File: src/rtl/mem_pkg.sv
// Shared types for the MEM-stage store buffer path.
// The store_buffer build option STORE_BUFFER_FWD_EN does not change anything here.
package mem_pkg;

  localparam int unsigned AW_DEFAULT = 16;
  localparam int unsigned DW_DEFAULT = 16;

  typedef struct packed {
    logic [AW_DEFAULT-1:0] addr;
    logic [DW_DEFAULT-1:0] data;
  } sb_entry_t;

endpackage

File: src/rtl/store_buffer_fifo.sv
// Circular {addr, data} storage for store_buffer. With STORE_BUFFER_FWD_EN
// defined, it also exposes a youngest-match lookup over the valid entries.
module store_buffer_fifo
  import mem_pkg::*;
#(
  parameter int unsigned DEPTH = 4,
  parameter int unsigned AW    = AW_DEFAULT,
  parameter int unsigned DW    = DW_DEFAULT
) (
  input  logic          clk,
  input  logic          rst_n,
  input  logic          push,
  input  logic [AW-1:0] push_addr,
  input  logic [DW-1:0] push_data,
  input  logic          pop,
  output logic [AW-1:0] head_addr,
  output logic [DW-1:0] head_data,
  output logic          full,
  output logic          empty
`ifdef STORE_BUFFER_FWD_EN
  ,
  input  logic [AW-1:0] match_addr,
  output logic          match_hit,
  output logic [DW-1:0] match_data
`endif
);

  localparam int unsigned PW = $clog2(DEPTH);

  logic [AW-1:0] addr_q [DEPTH];
  logic [AW-1:0] addr_d [DEPTH];
  logic [DW-1:0] data_q [DEPTH];
  logic [DW-1:0] data_d [DEPTH];
  logic [PW-1:0] head_q, head_d;
  logic [PW-1:0] tail_q, tail_d;
  logic [PW:0]   count_q, count_d;
  logic          empty_q, empty_d;

  always_comb begin
    addr_d  = addr_q;
    data_d  = data_q;
    head_d  = head_q;
    tail_d  = tail_q;
    count_d = count_q;
    if (push) begin
      addr_d[tail_q] = push_addr;
      data_d[tail_q] = push_data;
      tail_d         = tail_q + 1'b1;
    end
    if (pop) begin
      head_d = head_q + 1'b1;
    end
    case ({push, pop})
      2'b10:   count_d = count_q + 1'b1;
      2'b01:   count_d = count_q - 1'b1;
      default: count_d = count_q;
    endcase
    empty_d = (count_d == '0);
  end

  always_ff @(posedge clk or negedge rst_n) begin
    if (!rst_n) begin
      for (int unsigned i = 0; i < DEPTH; i++) begin
        addr_q[i] <= '0;
        data_q[i] <= '0;
      end
      head_q  <= '0;
      tail_q  <= '0;
      count_q <= '0;
      empty_q <= 1'b1;
    end else begin
      addr_q  <= addr_d;
      data_q  <= data_d;
      head_q  <= head_d;
      tail_q  <= tail_d;
      count_q <= count_d;
      empty_q <= empty_d;
    end
  end

  assign head_addr = addr_q[head_q];
  assign head_data = data_q[head_q];
  assign full      = (count_q == (PW+1)'(DEPTH));
  assign empty     = empty_q;

`ifdef STORE_BUFFER_FWD_EN
  logic [PW-1:0] idx;

  // Walk oldest to youngest so the youngest matching entry wins.
  always_comb begin
    match_hit  = 1'b0;
    match_data = '0;
    idx        = '0;
    for (int unsigned i = 0; i < DEPTH; i++) begin
      idx = head_q + PW'(i);
      if (((PW+1)'(i) < count_q) && (addr_q[idx] == match_addr)) begin
        match_hit  = 1'b1;
        match_data = data_q[idx];
      end
    end
  end
`endif

endmodule

File: src/rtl/store_buffer.sv
// Posted-write buffer between MEM and data_memory; loads take the port first.
// Define STORE_BUFFER_FWD_EN to let loads forward from buffered stores.
module store_buffer
  import mem_pkg::*;
#(
  parameter int unsigned DEPTH = 4,
  parameter int unsigned AW    = AW_DEFAULT,
  parameter int unsigned DW    = DW_DEFAULT
) (
  input  logic          clk,
  input  logic          rst_n,
  input  logic          req_valid,
  input  logic          req_write,
  input  logic [AW-1:0] req_addr,
  input  logic [DW-1:0] req_wdata,
  output logic          req_ready,
  input  logic          drain_hold,
  output logic          resp_valid,
  output logic [DW-1:0] resp_rdata,
  output logic          empty,
  output logic [AW-1:0] mem_address,
  output logic [DW-1:0] mem_store_data,
  input  logic [DW-1:0] mem_load_data,
  output logic          mem_read,
  output logic          mem_write
);

  logic          full;
  logic          load_ready;
  logic          load_acc;
  logic          store_acc;
  logic          drain;
  logic [AW-1:0] head_addr;
  logic [DW-1:0] head_data;
  logic [DW-1:0] load_data;
  logic          resp_valid_q, resp_valid_d;
  logic [DW-1:0] resp_rdata_q, resp_rdata_d;

`ifdef STORE_BUFFER_FWD_EN
  logic          match_hit;
  logic [DW-1:0] match_data;

  assign load_ready = 1'b1;
  assign load_data  = match_hit ? match_data : mem_load_data;
`else
  // Without forwarding a load must wait until memory holds every store.
  assign load_ready = empty;
  assign load_data  = mem_load_data;
`endif

  store_buffer_fifo #(
    .DEPTH (DEPTH),
    .AW    (AW),
    .DW    (DW)
  ) u_fifo (
    .clk        (clk),
    .rst_n      (rst_n),
    .push       (store_acc),
    .push_addr  (req_addr),
    .push_data  (req_wdata),
    .pop        (drain),
    .head_addr  (head_addr),
    .head_data  (head_data),
    .full       (full),
    .empty      (empty)
`ifdef STORE_BUFFER_FWD_EN
    ,
    .match_addr (req_addr),
    .match_hit  (match_hit),
    .match_data (match_data)
`endif
  );

  // rst_n gating keeps both memory strobes low while reset is held.
  always_comb begin
    req_ready      = req_write ? ~full : load_ready;
    load_acc       = rst_n & req_valid & ~req_write & load_ready;
    store_acc      = rst_n & req_valid & req_write & ~full;
    drain          = rst_n & ~load_acc & ~drain_hold & ~empty;
    mem_read       = load_acc;
    mem_write      = drain;
    mem_address    = '0;
    mem_store_data = '0;
    if (load_acc) begin
      mem_address = req_addr;
    end else if (drain) begin
      mem_address    = head_addr;
      mem_store_data = head_data;
    end
    resp_valid_d = load_acc;
    resp_rdata_d = load_acc ? load_data : resp_rdata_q;
  end

  always_ff @(posedge clk or negedge rst_n) begin
    if (!rst_n) begin
      resp_valid_q <= 1'b0;
      resp_rdata_q <= '0;
    end else begin
      resp_valid_q <= resp_valid_d;
      resp_rdata_q <= resp_rdata_d;
    end
  end

  assign resp_valid = resp_valid_q;
  assign resp_rdata = resp_rdata_q;

endmodule

File: config.mk
export PLATFORM = sky130hd
export DESIGN_NAME = store_buffer
export DESIGN_NICKNAME = d
export VERILOG_FILES = /design/src/rtl/mem_pkg.sv /design/src/rtl/store_buffer_fifo.sv /design/src/rtl/store_buffer.sv
export SDC_FILE = /design/constraint.sdc
export NUM_CORES = 1
export LEC_CHECK = 0
export CORE_ASPECT_RATIO = 1.2
export CORE_UTILIZATION = 51
export CTS_BUF_LIST = sky130_fd_sc_hd__clkbuf_2
export CTS_CLUSTER_DIAMETER = 200
export CTS_CLUSTER_SIZE = 40
export DETAILED_ROUTE_END_ITERATION = 8
export DONT_BUFFER_PORTS = 1
export GPL_TIMING_DRIVEN = 0
export PLACE_DENSITY = 0.63
export RECOVER_POWER = 25
export SKIP_LAST_GASP = 1
export SYNTH_ARGS = -nofsm -noshare
export SYNTH_HDL_FRONTEND = slang
export SYNTH_HIERARCHICAL = 1
export SYNTH_SLANG_ARGS = --single-unit
export TNS_END_PERCENT = 5
File: constraint.sdc
create_clock -name clk -period 3.5 [get_ports clk]
set_clock_uncertainty 0.1 [all_clocks]
set_input_delay 0.7 -clock clk [delete_from_list [all_inputs] [get_ports clk]]
set_output_delay 0.7 -clock clk [all_outputs]
set_load 0.1 [all_outputs]
==> impl_results.rst <==
.. list-table::
   :header-rows: 1

   * - Metric
     - Value
   * - Critical path buffers and inverters
     - 1
   * - Number of flops mapped to enable cells by yosys
     - 0
   * - Worst path setup slack after routing
     - 0.0529 ns
   * - Worst flop-to-flop path startpoint
     - u_fifo/empty$_DFF_PN1_
   * - Overall via count from detail_route
     - 3794
   * - Filler cells
     - ~1100
   * - Worst rel slew slack
     - 22.0%
   * - Overall routed net length
     - 14100 µm
   * - Worst path arrival time
     - 2.65 ns
   * - Commonest cells in the netlist
     - sky130_fd_sc_hd__dfrtp_1, sky130_fd_sc_hd__mux2_2, sky130_fd_sc_hd__mux4_2
   * - Antenna Nets Post-Route
     - 0
   * - Crit path launch type
     - register
   * - Max IR drop VDD
     - 0.781 mV
   * - Met1 track demand over resource
     - a little over a quarter
   * - H-tree depth reported by CTS
     - 4
   * - Number of hold-repair buffers added at the cts stage
     - 48
   * - X dimension of the die
     - 109 µm
   * - Max_cap viols
     - 0
   * - Main flop type after synthesis
     - sky130_fd_sc_hd__dfrtp_1
   * - Mapped Area
     - approximately 7100 µm²
   * - Switching part of the total power
     - 41.6%
   * - Total instance count after detailed placement
     - a little under 600
   * - Cell-by-cell listing of the critical path
     - nor3b_4 > buf_2 > a22o_2
   * - FMAX
     - 290 MHz
   * - Unrepaired setup endpoints after global routing
     - yes
   * - Pleak
     - 0.00368 µW
   * - Clock transition at path regs
     - 0.19 ns
   * - Register-to-Register Setup Slack
     - ~0.43 ns
   * - Area of the die
     - 14300 µm²
   * - Area of the core region
     - 13400 µm²
   * - Wire length per cell
     - 21.0 µm
   * - Final RePlAce weighted congestion
     - 0.697
   * - Share of synthesized registers carrying an async set or reset
     - 100%
   * - Synthesis-stage register bit count
     - 153
   * - Insertion delay of the later-clocked pin in the worst-skew pair
     - between 0.6 and 0.7 ns
   * - Wire length of the first global-routing pass
     - 22200 µm
   * - Maximum buffer depth of the clock tree
     - 2
   * - Final-layout worst hold slack
     - -0.426 ns
   * - Ratio of final minimum period to clock period
     - 98.5%
   * - Largest fanout on the critical path
     - 10
   * - Hold violation total from the final report
     - 153
   * - Unique masters post-synth
     - 32
   * - Total power density per cell area
     - 944 nW/µm²
   * - Endpoint type of the worst setup path
     - output port
   * - Run status
     - complete, but fails checks
   * - Most common cell in the netlist
     - sky130_fd_sc_hd__dfrtp_1
   * - DRC violations left
     - 0
   * - Category of the most critical setup path
     - register to output port
   * - Post-CTS setup buffers
     - 0
   * - Int Pwr
     - 4470 µW
   * - Max stage delay on crit path
     - 0.62 ns
   * - Comb power frac
     - 40.6%
   * - Clock network fraction of total power
     - around an eighth
   * - Total global-route track usage
     - 21.5%
   * - Setup TNS
     - 0 ns
   * - DRC marker count from the first detailed-route iteration
     - 133
   * - TritonCTS Buffers
     - 17
   * - Non-Filler Instances
     - about 670
   * - Final global-route overflow total
     - 0
   * - Yosys top cell area share
     - approximately 54%
   * - Family with the most delay on the worst path
     - flip-flops
   * - Total power draw
     - between 7000 and 8000 µW
   * - Number of optimization iterations in the first detailed-route pass
     - 4
   * - Die height
     - 131 µm
   * - Maximum number of pins on one net before global-route repair
     - 157
   * - Post-DR vias/cell
     - about 5.7
   * - Avg Inst Size Synth
     - 16.6 µm²
   * - Yosys warning count
     - 6
   * - Final net count
     - 550
   * - Critical path's slowest cell
     - sky130_fd_sc_hd__dfstp_4
   * - Actual transition at the worst max-transition pin
     - between 1 and 1.5 ns
   * - TritonCTS clock tree
     - done
   * - Reg-to-Reg End
     - u_fifo/count_q[2]$_DFF_PN0_
   * - Effective utilization at floorplan
     - 52.9%
   * - Cell Rows
     - 46
   * - GR peak layer
     - met2
   * - Final max-slew violation count
     - 0
   * - Global Route met3 Usage
     - approximately 5.5%
   * - Half-perimeter wire length after placement
     - 8760 µm
   * - Count of input and output buffers
     - 0
   * - Cell count after synthesis
     - 424
   * - Met2 track demand over resource
     - 37.2%
   * - Final Critical Period
     - 3.45 ns
   * - Number of setup violations in the final report
     - 0
   * - Data required time of the critical path
     - 2.70 ns
   * - Leading cell types by total area after synthesis
     - sky130_fd_sc_hd__dfrtp_1, sky130_fd_sc_hd__mux2_2, sky130_fd_sc_hd__mux4_2
   * - Register-to-Register Path Depth
     - 8
   * - Relative area change from synthesis to final layout
     - 14.8%
   * - Setup slack after placement
     - -0.189 ns
   * - CTS sink count
     - around 150
   * - Clock Tree Root
     - sky130_fd_sc_hd__clkbuf_2
   * - Number of primary I/O pins
     - 106
   * - Top cell type by total area after synthesis
     - sky130_fd_sc_hd__dfrtp_1
   * - Sw power
     - 3180 µW
   * - Via count of the first global-routing pass
     - 4214
   * - Failing checks
     - hold timing
   * - Antenna violations before repair
     - 1
   * - Number of nets produced by synthesis
     - 483
   * - Min-delay worst type
     - input pin to async pin
   * - Part of the Yosys area used for sequential elements
     - 54.3%
   * - Fraction of final layout cells with drive strength greater than 1
     - 51.4%
   * - Share of power burned in registers
     - between 40% and 50%
## how the worst max path moves through the flow
stage / startpoint / to / slack (ns) / cells after the start
6_report: u_fifo/empty$_DFF_PN1_ / mem_address[3] / 0.05 / 3
5_1_grt: u_fifo/empty$_DFF_PN1_ / mem_address[3] / -0.13 / 3
2_1_floorplan: u_fifo/empty$_DFF_PN1_ / mem_address[10] / 0.05 / 4
3_5_place_dp: u_fifo/empty$_DFF_PN1_ / mem_address[12] / -0.19 / 4
4_1_cts: u_fifo/empty$_DFF_PN1_ / mem_address[3] / -0.1 / 3
3_3_place_gp: u_fifo/empty$_DFF_PN1_ / mem_address[12] / -0.16 / 4
## area by class of cell
cell class              instances  area (µm²)  share of cell area (%)
flip-flops and latches        153        3830                    47.3
multi-input cells             237        3040                    37.6
repair buffers                 48         480                    5.93
plain buffers                  28         308                    3.80
well taps                     168         210                    2.59
clock inverters                11         108                    1.33
clock buffers                  19        95.1                    1.17
inverters                       6        22.5                   0.278
diodes                          1        2.50                  0.0309
## power groups by stage
| stage | sequential [µW] | clock (µW) | combinational, µW |
|---|---|---|---|
| detailed placement | 3690 | 0 | 2970 |
| global placement | 3640 | 0 | 2900 |
| floorplan | 3550 | 0 | 2650 |
| finish | 3650 | 892 | 3110 |
| global route | 3760 | 1020 | 3290 |
| CTS | 3650 | 939 | 3150 |
## metal layers
layer  vias up  part of all wire, %  wire [µm]
met3        13                  4.1        584
met4         0                  1.2        169
met2        83                   52       7320
li1       1696                    -          -
met1      2002                   43       6030
met5         -                    0          0
## worst reg2reg max path, stage by stage (launching register included)
cell and delay [ns]:
sky130_fd_sc_hd__dfstp_4 0.62, sky130_fd_sc_hd__nor3b_4 0.42, sky130_fd_sc_hd__buf_4 0.48, sky130_fd_sc_hd__ha_1 0.27, sky130_fd_sc_hd__inv_1 0.07, sky130_fd_sc_hd__fa_1 0.38
sky130_fd_sc_hd__xor2_1 0.17, sky130_fd_sc_hd__o21a_1 0.18, sky130_fd_sc_hd__or2_2 0.29
## placed cells by master (no fill, tap or decap), drive strengths merged, types with 2 or more instances in the layout
cell type      n
nand2          6
bufinv         2
clkinvlp       2
xor2           3
clkbuf        21
buf           26
a22o          16
xnor2          2
mux4          32
dfrtp        152
and4b          2
inv            6
and2          16
mux2         144
clkinv         7
dlygate4sd3   48
ha             5
## stage by stage
stage	util, %	hold slack (ns)	cell area [µm²]
floorplan	-	0.304	7060
global placement	54.4	0.307	7270
detailed placement	54.5	0.307	7270
CTS	60.7	-0.537	8100
global route	60.7	-0.564	8100
finish	60.7	-0.426	8100
## sequential cells by signal, summed over array words and instances, names as in the netlist
name and cells:
u_fifo/addr_q 64, u_fifo/head_q 2, resp_valid 1, u_fifo/empty 1
resp_rdata 16, u_fifo/data_q 64, u_fifo/count_q 3, u_fifo/tail_q 2
## repair_timing
item                       in CTS  in global routing
setup endpoints to repair      35                 31
pin swaps                       1                  0
resized for setup              58                  1
hold endpoints to repair      297                153
## logic make-up (layout without fill, tap and decap cells)
logic type	after synthesis	in the layout	synth area share, %
compound gates	19	19	2.23
xor+xnor	5	5	0.620
fa+ha+maj	6	6	1.17
buf+inv	34	112	4.48
flops	153	153	54.3
mux	177	177	34.2
other cells	0	1	0
simple gates	30	30	3.01
(Power assumes the default switching activity.)
